==> config.mk <==
export PLATFORM = sky130hd
export DESIGN_NAME = vga_scan_driver_flat
export DESIGN_NICKNAME = d
export VERILOG_FILES = /design/src/rtl/vga_scan_driver_if.sv /design/src/rtl/vga_scan_driver.sv /design/src/flat_wrapper.sv
export SDC_FILE = /design/constraint.sdc
export NUM_CORES = 1
export LEC_CHECK = 0
export ABC_AREA = 1
export CORE_AREA = 5 5 75 84
export CTS_BUF_LIST = sky130_fd_sc_hd__clkbuf_8
export DETAILED_ROUTE_END_ITERATION = 6
export DIE_AREA = 0 0 80 89
export PLACE_DENSITY = 0.66
export SYNTH_ARGS = -nofsm -noshare
export SYNTH_HDL_FRONTEND = slang
export SYNTH_SLANG_ARGS = --single-unit
==> constraint.sdc <==
create_clock -name CLK100MHZ -period 2.26 [get_ports CLK100MHZ]
set_input_delay 0.452 -clock CLK100MHZ [delete_from_list [all_inputs] [get_ports CLK100MHZ]]
set_output_delay 0.452 -clock CLK100MHZ [all_outputs]
set_load 0.05 [all_outputs]
==> src/rtl/vga_scan_driver_if.sv <==
// ---------------------------------------------------------------------------
// vga_scan_driver_if
//   Pixel interface between the VGA scan driver (timing master) and the
//   image generator that returns a colour for the current scan position.
//
//   Hindex       : horizontal scan counter, 0..H_TOT-1
//   Vindex       : vertical scan counter, 0..V_TOT-1
//   canvas_valid : current (Hindex, Vindex) lies inside the visible canvas
//   frame_start  : one-clock pulse when the scan wraps back to (0,0)
//   pixel_data   : {R[11:8], G[7:4], B[3:0]} for the current coordinates,
//                  combinational from the image generator
//
//   master : scan driver side, produces coordinates and consumes colour
//   slave  : image generator side
// ---------------------------------------------------------------------------
interface vga_scan_driver_if;
    logic [11:0] Hindex;
    logic [11:0] Vindex;
    logic        canvas_valid;
    logic        frame_start;
    logic [11:0] pixel_data;

    modport master (
        output Hindex,
        output Vindex,
        output canvas_valid,
        output frame_start,
        input  pixel_data
    );

    modport slave (
        input  Hindex,
        input  Vindex,
        input  canvas_valid,
        input  frame_start,
        output pixel_data
    );
endinterface

==> src/rtl/vga_scan_driver.sv <==
// ---------------------------------------------------------------------------
// vga_scan_driver
//   Generates 800x600 @ 72 Hz VGA scan timing from a 100 MHz clock with a
//   divide-by-two pixel enable (50 MHz pixel rate). Publishes the scan
//   position to the image generator, samples the colour it returns and
//   registers colour, HSYNC and VSYNC together onto the VGA pins, so all
//   three lag the coordinates by exactly one pixel.
//
// Ports
//   CLK100MHZ      in   system clock
//   CPU_RESETN     in   synchronous active-low reset
//   pix_if         master modport of vga_scan_driver_if
//                  (Hindex, Vindex, canvas_valid, frame_start out;
//                   pixel_data in)
//   VGA_R/G/B      out  registered 4-bit colour channels
//   VGA_HS/VGA_VS  out  registered syncs, active level SYNC_POL
//
// Configuration
//   VGA_BORDER_EN  when defined, the outermost row/column of the visible
//                  canvas is forced to white (12'hFFF) for monitor
//                  alignment. Undefined: visible colour is pixel_data.
// ---------------------------------------------------------------------------
module vga_scan_driver #(
    parameter int H_ACTIVE = 800,
    parameter int H_FP     = 56,
    parameter int H_SYNC   = 120,
    parameter int H_BP     = 64,
    parameter int V_ACTIVE = 600,
    parameter int V_FP     = 37,
    parameter int V_SYNC   = 6,
    parameter int V_BP     = 23,
    parameter bit SYNC_POL = 1'b1
) (
    input  logic               CLK100MHZ,
    input  logic               CPU_RESETN,
    vga_scan_driver_if.master  pix_if,
    output logic [3:0]         VGA_R,
    output logic [3:0]         VGA_G,
    output logic [3:0]         VGA_B,
    output logic               VGA_HS,
    output logic               VGA_VS
);

    localparam int H_TOT = H_ACTIVE + H_FP + H_SYNC + H_BP;
    localparam int V_TOT = V_ACTIVE + V_FP + V_SYNC + V_BP;

    localparam logic [11:0] H_LAST     = 12'(H_TOT - 1);
    localparam logic [11:0] V_LAST     = 12'(V_TOT - 1);
    localparam logic [11:0] H_VIS      = 12'(H_ACTIVE);
    localparam logic [11:0] V_VIS      = 12'(V_ACTIVE);
    localparam logic [11:0] HS_FIRST   = 12'(H_ACTIVE + H_FP);
    localparam logic [11:0] HS_LAST    = 12'(H_ACTIVE + H_FP + H_SYNC - 1);
    localparam logic [11:0] VS_FIRST   = 12'(V_ACTIVE + V_FP);
    localparam logic [11:0] VS_LAST    = 12'(V_ACTIVE + V_FP + V_SYNC - 1);
`ifdef VGA_BORDER_EN
    localparam logic [11:0] H_VIS_LAST = 12'(H_ACTIVE - 1);
    localparam logic [11:0] V_VIS_LAST = 12'(V_ACTIVE - 1);
`endif

    // State
    logic        div_q,   div_d;
    logic [11:0] h_q,     h_d;
    logic [11:0] v_q,     v_d;
    logic [11:0] rgb_q,   rgb_d;
    logic        hs_q,    hs_d;
    logic        vs_q,    vs_d;
    logic        fs_q,    fs_d;

    // Decodes of the current (registered) scan position
    logic        pix_ce;
    logic        h_wrap;
    logic        v_wrap;
    logic        visible;
    logic        in_hs;
    logic        in_vs;

    always_comb begin
        pix_ce  = div_q;
        h_wrap  = (h_q == H_LAST);
        v_wrap  = (v_q == V_LAST);
        visible = (h_q < H_VIS) && (v_q < V_VIS);
        in_hs   = (h_q >= HS_FIRST) && (h_q <= HS_LAST);
        in_vs   = (v_q >= VS_FIRST) && (v_q <= VS_LAST);

        div_d = ~div_q;
        h_d   = h_q;
        v_d   = v_q;
        rgb_d = rgb_q;
        hs_d  = hs_q;
        vs_d  = vs_q;

        // Registered on the last pixel of the frame so the pulse lines up
        // with the first cycle in which the counters read (0,0). The
        // following edge has no pix_ce, so the pulse is one cycle wide.
        fs_d  = pix_ce && h_wrap && v_wrap;

        if (pix_ce) begin
            h_d = h_wrap ? 12'd0 : h_q + 12'd1;
            if (h_wrap) begin
                v_d = v_wrap ? 12'd0 : v_q + 12'd1;
            end

            // Output stage samples the colour and syncs of the pixel being
            // left, giving a uniform one-pixel lag on colour, HS and VS.
            rgb_d = visible ? pix_if.pixel_data : 12'h000;
`ifdef VGA_BORDER_EN
            // Border is drawn only inside the canvas; blanking stays black.
            if (visible && ((h_q == 12'd0) || (h_q == H_VIS_LAST) ||
                            (v_q == 12'd0) || (v_q == V_VIS_LAST))) begin
                rgb_d = 12'hFFF;
            end
`endif
            hs_d = in_hs ? SYNC_POL : ~SYNC_POL;
            vs_d = in_vs ? SYNC_POL : ~SYNC_POL;
        end
    end

    always_ff @(posedge CLK100MHZ) begin
        if (!CPU_RESETN) begin
            div_q <= 1'b0;
            h_q   <= 12'd0;
            v_q   <= 12'd0;
            rgb_q <= 12'h000;
            hs_q  <= ~SYNC_POL;
            vs_q  <= ~SYNC_POL;
            fs_q  <= 1'b0;
        end else begin
            div_q <= div_d;
            h_q   <= h_d;
            v_q   <= v_d;
            rgb_q <= rgb_d;
            hs_q  <= hs_d;
            vs_q  <= vs_d;
            fs_q  <= fs_d;
        end
    end

    assign pix_if.Hindex       = h_q;
    assign pix_if.Vindex       = v_q;
    assign pix_if.canvas_valid = visible;
    assign pix_if.frame_start  = fs_q;

    assign VGA_R  = rgb_q[11:8];
    assign VGA_G  = rgb_q[7:4];
    assign VGA_B  = rgb_q[3:0];
    assign VGA_HS = hs_q;
    assign VGA_VS = vs_q;

endmodule

==> src/flat_wrapper.sv <==
// flat-port wrapper written by rule: the top's interface ports become plain ports
module vga_scan_driver_flat 
#(
    parameter int H_ACTIVE = 800,
    parameter int H_FP     = 56,
    parameter int H_SYNC   = 120,
    parameter int H_BP     = 64,
    parameter int V_ACTIVE = 600,
    parameter int V_FP     = 37,
    parameter int V_SYNC   = 6,
    parameter int V_BP     = 23,
    parameter bit SYNC_POL = 1'b1
)
  (CLK100MHZ, CPU_RESETN, VGA_R, VGA_G, VGA_B, VGA_HS, VGA_VS, pix_if_Hindex, pix_if_Vindex, pix_if_canvas_valid, pix_if_frame_start, pix_if_pixel_data);
  vga_scan_driver_if pix_if_i ();
  input  logic CLK100MHZ;
  input  logic CPU_RESETN;
  output logic [3:0] VGA_R;
  output logic [3:0] VGA_G;
  output logic [3:0] VGA_B;
  output logic VGA_HS;
  output logic VGA_VS;
  output wire logic [$bits(pix_if_i.Hindex)-1:0] pix_if_Hindex;
  output wire logic [$bits(pix_if_i.Vindex)-1:0] pix_if_Vindex;
  output wire logic [$bits(pix_if_i.canvas_valid)-1:0] pix_if_canvas_valid;
  output wire logic [$bits(pix_if_i.frame_start)-1:0] pix_if_frame_start;
  input wire logic [$bits(pix_if_i.pixel_data)-1:0] pix_if_pixel_data;
  assign pix_if_Hindex = pix_if_i.Hindex;
  assign pix_if_Vindex = pix_if_i.Vindex;
  assign pix_if_canvas_valid = pix_if_i.canvas_valid;
  assign pix_if_frame_start = pix_if_i.frame_start;
  assign pix_if_i.pixel_data = pix_if_pixel_data;
  vga_scan_driver #(.H_ACTIVE(H_ACTIVE), .H_FP(H_FP), .H_SYNC(H_SYNC), .H_BP(H_BP), .V_ACTIVE(V_ACTIVE), .V_FP(V_FP), .V_SYNC(V_SYNC), .V_BP(V_BP), .SYNC_POL(SYNC_POL)) u_core (.CLK100MHZ(CLK100MHZ), .CPU_RESETN(CPU_RESETN), .pix_if(pix_if_i), .VGA_R(VGA_R), .VGA_G(VGA_G), .VGA_B(VGA_B), .VGA_HS(VGA_HS), .VGA_VS(VGA_VS));
endmodule
Word level (Yosys, flattened, before mapping)
Index checks and enable logic that the tools add are counted.

cells by class
  $mul = 0
  add/sub/neg operators = 2
  reductions and logical operators = 6
  divide/modulo/power cells = 0
  multiplexer cells = 5
  eq/ne operators = 2
  order comparisons = 6
  bitwise logic cells = 1
  shifts and indexed selects = 0

operator list
  kind                                                                                count
  12-bit two-way mux                                                                  3
  12-bit by 1-bit adder with 12-bit output, second input constant                     2
  12-bit by 10-bit >= comparator with 1-bit output, second input constant             2
  12-bit by 10-bit less-or-equal comparator with 1-bit output, second input constant  2
  12-bit by 10-bit < comparator with 1-bit output, second input constant              2
  12-bit by 10-bit == test with 1-bit output, second input constant                   1
  12-bit by 11-bit == test with 1-bit output, second input constant                   1
  1-bit logical AND                                                                   5
  1-bit two-way mux                                                                   2
  2-bit AND reduction                                                                 1
  1-bit inverter                                                                      1

word-level totals
  bits in latches = 0
  output and inout bits = 40
  logic and storage cells = 29
  RAM bits = 0
  memory bits (read-only) = 0
  bits in registers = 40
  input bits = 14
  memories = 0

Longest topological paths before layout
Gate-level depths: netlist of run 1.

  depth after elaboration = 3
  depth in mapped cells = 9
  gate-level depth less buffers = 9

Least setup slack after synthesis of run 1
Ideal clock, no wire load.

  path kind = register to output
  start point = reg u_core.v_q[3], in the netlist u_core.pix_if.Vindex[3]
  end point = out pix_if_canvas_valid
  required time = 1808 ps
  cell stages (with the launch flop) = 8
  path buffers = 2
  data arrival time = 1535 ps
  slack = 273 ps
  cell sequence = dfxtp_1 -> buf_2 -> nand2_1 -> nor2_1 -> o21ai_1 -> nand2_1 -> buf_2 -> inv_2

on the way
  longest elaborated chain between the ends = 2

RTL lines
  element                                          line                    RTL
  from (decl)                                      vga_scan_driver.sv:63   logic [11:0] v_q, v_d;
  from (signal assigned)                           vga_scan_driver.sv:130  v_q <= v_d;
  12-bit by 10-bit < comparator with 1-bit output  vga_scan_driver.sv:81   visible = (h_q < H_VIS) && (v_q < V_VIS);
  1-bit logical AND                                vga_scan_driver.sv:81
  to (decl)                                        flat_wrapper.sv:25      output wire logic [$bits(pix_if_i.canvas_valid)-1:0] pix_if_canvas_valid;

Every way passes these cells.

Worst setup path after layout of run 1
  start point = reg u_core.v_q[3], in the netlist u_core.pix_if.Vindex[3]
  end point = out pix_if_Vindex[3]

RTL lines
  element    line                RTL
  to (decl)  flat_wrapper.sv:24  output wire logic [$bits(pix_if_i.Vindex)-1:0] pix_if_Vindex;

No word-level cell between the ends.

==> impl_metrics.toml, run 1 <==
[synthesis]
synthTopCellsByCount = "nand2_1, dfxtp_1, nor2_1, inv_1"
synth-compound-area-share = 0.1016
synth_top_area_cell = "dfxtp_1"
synth_mux_area_frac = 0
synth_top_family_by_area = "simple AND/OR/NAND/NOR gates"
synth-seq-cells = 40
synthAdderAreaFrac = 0.02433
yosys-top-cells-area = "dfxtp_1, nand2_1, nor2_1"
synth_edf_count = 0
avgSynthCellArea_um2 = 6.903
netlist_instances = 298
ys_async_sr_fraction = 0
post-synth-top-area-fraction = 0.3893
synth_nets = 316
yosysMostFrequentCell = "nand2_1"
synth_seq_area_share = 0.3893
yosys.area_share.simple = 0.3942
synthXorXnorAreaFrac = 0.01703
synth.distinct_cells = 31
yosysWarnings = 0
synth_flop_cell = "dfxtp_1"
mappedNetlistArea_um2 = 2057

[critical_path]
cp_max_fo = 9
crit_path_end = "pix_if_Vindex[3]"
critical_path_arrival_ns = 1.69
r2r_slack_ns = 0.73
r2r-end = "u_core.pix_if.Vindex[8]"
cp_slowest_stage_delay_ns = 0.87
slowest_stage = "clkdlybuf4s50_1"
critPathTopFamily = "buffers and inverters"
startpoint_type = "flip-flop"
critPathBufInv = 1
r2r_cells = 8
path_cells = "clkdlybuf4s50_1"
r2r-start = "u_core.pix_if.Vindex[0]"
path_class = "flip-flop to output pin"
cp-end-kind = "output pin"
worstPathRequired_ns = 1.81
cp-startpoint = "u_core.pix_if.Vindex[3]"
cp_num_cells = 1

[cells_and_area]
fill_cells = 567
synthToLayoutAreaGrowth_pct = 36.50
fin_area_um2 = 2808
diodes = 0
final_layout_size_suffix_gt1_frac = 0.1148
fin_nets = 374

[global_routing]
grt_pass1_vias = 2018
grt_max_degree = 18
use_met1 = 0.1963
grt_use_met3 = 0.03327
grt.total_usage = 0.1615
grt-ovfl-total = 0
busiest_layer = "met2"
antenna_found_initial = 0
met2_usage = 0.2816
grt_pass1_wl_um = 9135

[timing]
fmax_mhz = 466.5
final_max_slew_viol_count = 0
setup_viol = 0
max-slew-margin-rel = 0.6434
final.period_utilization = 0.9484
tightest_slew_ns = 0.5333
fin_crit_ns = 2.143
finalHoldViolCount = 0
tns_ns = 0
clock-skew-final_ns = 0.01088
grt_setup_unrepaired = "no"

[place]
post_dp_cell_area_um2 = 2693
place_hpwl_um = 4025
finalWeightedCongestion = 0.8863
io_buffers = 53

[floorplan]
start_util = 0.3863
fp.dieH_um = 89
design.die.area_um2 = 7120
fp.coreArea_um2 = 5325
pin_count = 54
rows = 28
die_x_um = 80

[detailed_routing]
vias_per_cell = 4.801
vias = 2074
wl_per_cell_um = 12.58
drc = 0
totalWireLength_um = 5434
postRouteAntennaNets = 0
first_iter_violations = 126
dr.pass1.iters = 4

[cts]
clock_latency_ns = 0.30
cts_setup_buffers = 0
root_buffer = "clkbuf_8"
numCtsBuffers = 5
cts_tree = "yes"
htree_levels = 2
clk_pin_slew_ns = 0.09
post_cts_resized = 0
ctsHoldBuffers = 0
cts_max_path_buffers = 2
clock-sinks = 40

[power]
leakage_nw = 1.055
ir_drop_uv = 431.5
power.density_nw_per_um2 = 534.2

[min_path]
hp-start = "u_core.rgb_q[2]"
hold_path_depth = 2
hold_path.class = "flip-flop to flip-flop"

[status]
status = "finished, final reports clean"

[run]
cap_violations = 0
[flip-flops by register name, indices dropped and copies added (netlist names)]
name,flops
u_core.pix_if.Hindex,12
u_core.pix_if.Vindex,12
u_core.rgb_q,12
u_core.VGA_HS,1
u_core.VGA_VS,1
u_core.div_q,1
u_core.pix_if.frame_start,1
[logic make-up after synthesis]
family,count (synthesis)
AO/OA/AOI/OAI,40
buffers and inverters,37
AND/OR/NAND/NOR,173
flip-flops,40
adder cells (fa/ha/maj),4
XOR/XNOR,4
[how the worst min path moves through the flow]
stage                              end
2_1_floorplan  u_core.pix_if.Vindex[1]
3_3_place_gp           u_core.rgb_q[6]
3_5_place_dp           u_core.rgb_q[6]
4_1_cts                u_core.rgb_q[9]
5_1_grt                u_core.rgb_q[9]
6_report               u_core.rgb_q[2]
[cell usage in the layout, fill, tap and decap left out, types with 4 or more instances in the layout]
cell type and instances:
nand4_1 8, buf_4 5, nor2_2 5, o21ai_0 8, nand3_1 17, clkbuf_8 5, nor3_1 9, clkdlybuf4s50_1 52
inv_2 8, inv_1 21, nand2_1 91, o21ai_1 11, a21oi_1 17, ha_1 4, nor2_1 28, dfxtp_1 40
[power by group]
part / switching, mW / total [mW] / internal, mW
registers: 0.0132 / 0.734 / 0.721
clock network: 0.277 / 0.610 / 0.333
logic: 0.0976 / 0.156 / 0.0579
[layout make-up]
cell class	count	area, um^2	share of cell area
Clock buffer	5	68.82	0.02451
Inverter	30	115.1	0.04100
Multi-Input combinational cell	221	1105	0.3935
Sequential cell	40	800.8	0.2852
Tap cell	75	93.84	0.03342
Clock inverter	3	46.29	0.01649
Timing Repair Buffer	58	578.1	0.2059
[metal layers]
| metal | routed length (um) | vias to the layer above |
|---|---|---|
| li1 | - | 1086 |
| met1 | 2404 | 937 |
| met2 | 2681 | 45 |
| met3 | 271 | 6 |
| met4 | 76 | 0 |
| met5 | 0 | - |
[through the flow]
stage	util	hold WS (ns)	std cells	total power, mW	setup slack (ns)
finish	0.5273	0.4647	432	1.500	0.1165
global route	0.5273	0.4881	432	1.565	0.06552
CTS	0.5273	0.4666	432	1.517	0.1031
detailed placement	0.5056	0.4531	424	0.9074	0.3898
global placement	0.5056	0.4444	424	0.9067	0.4647
floorplan	-	0.5865	298	0.8410	0.2733
No activity file was read; power rests on OpenSTA's default activity.
==> inputs of run 2 (changes only) <==
CTS_CLUSTER_DIAMETER = 150   (was unset)
==> results of run 2 <==
The final DEF is identical to that of run 1; final timing and power are the same.
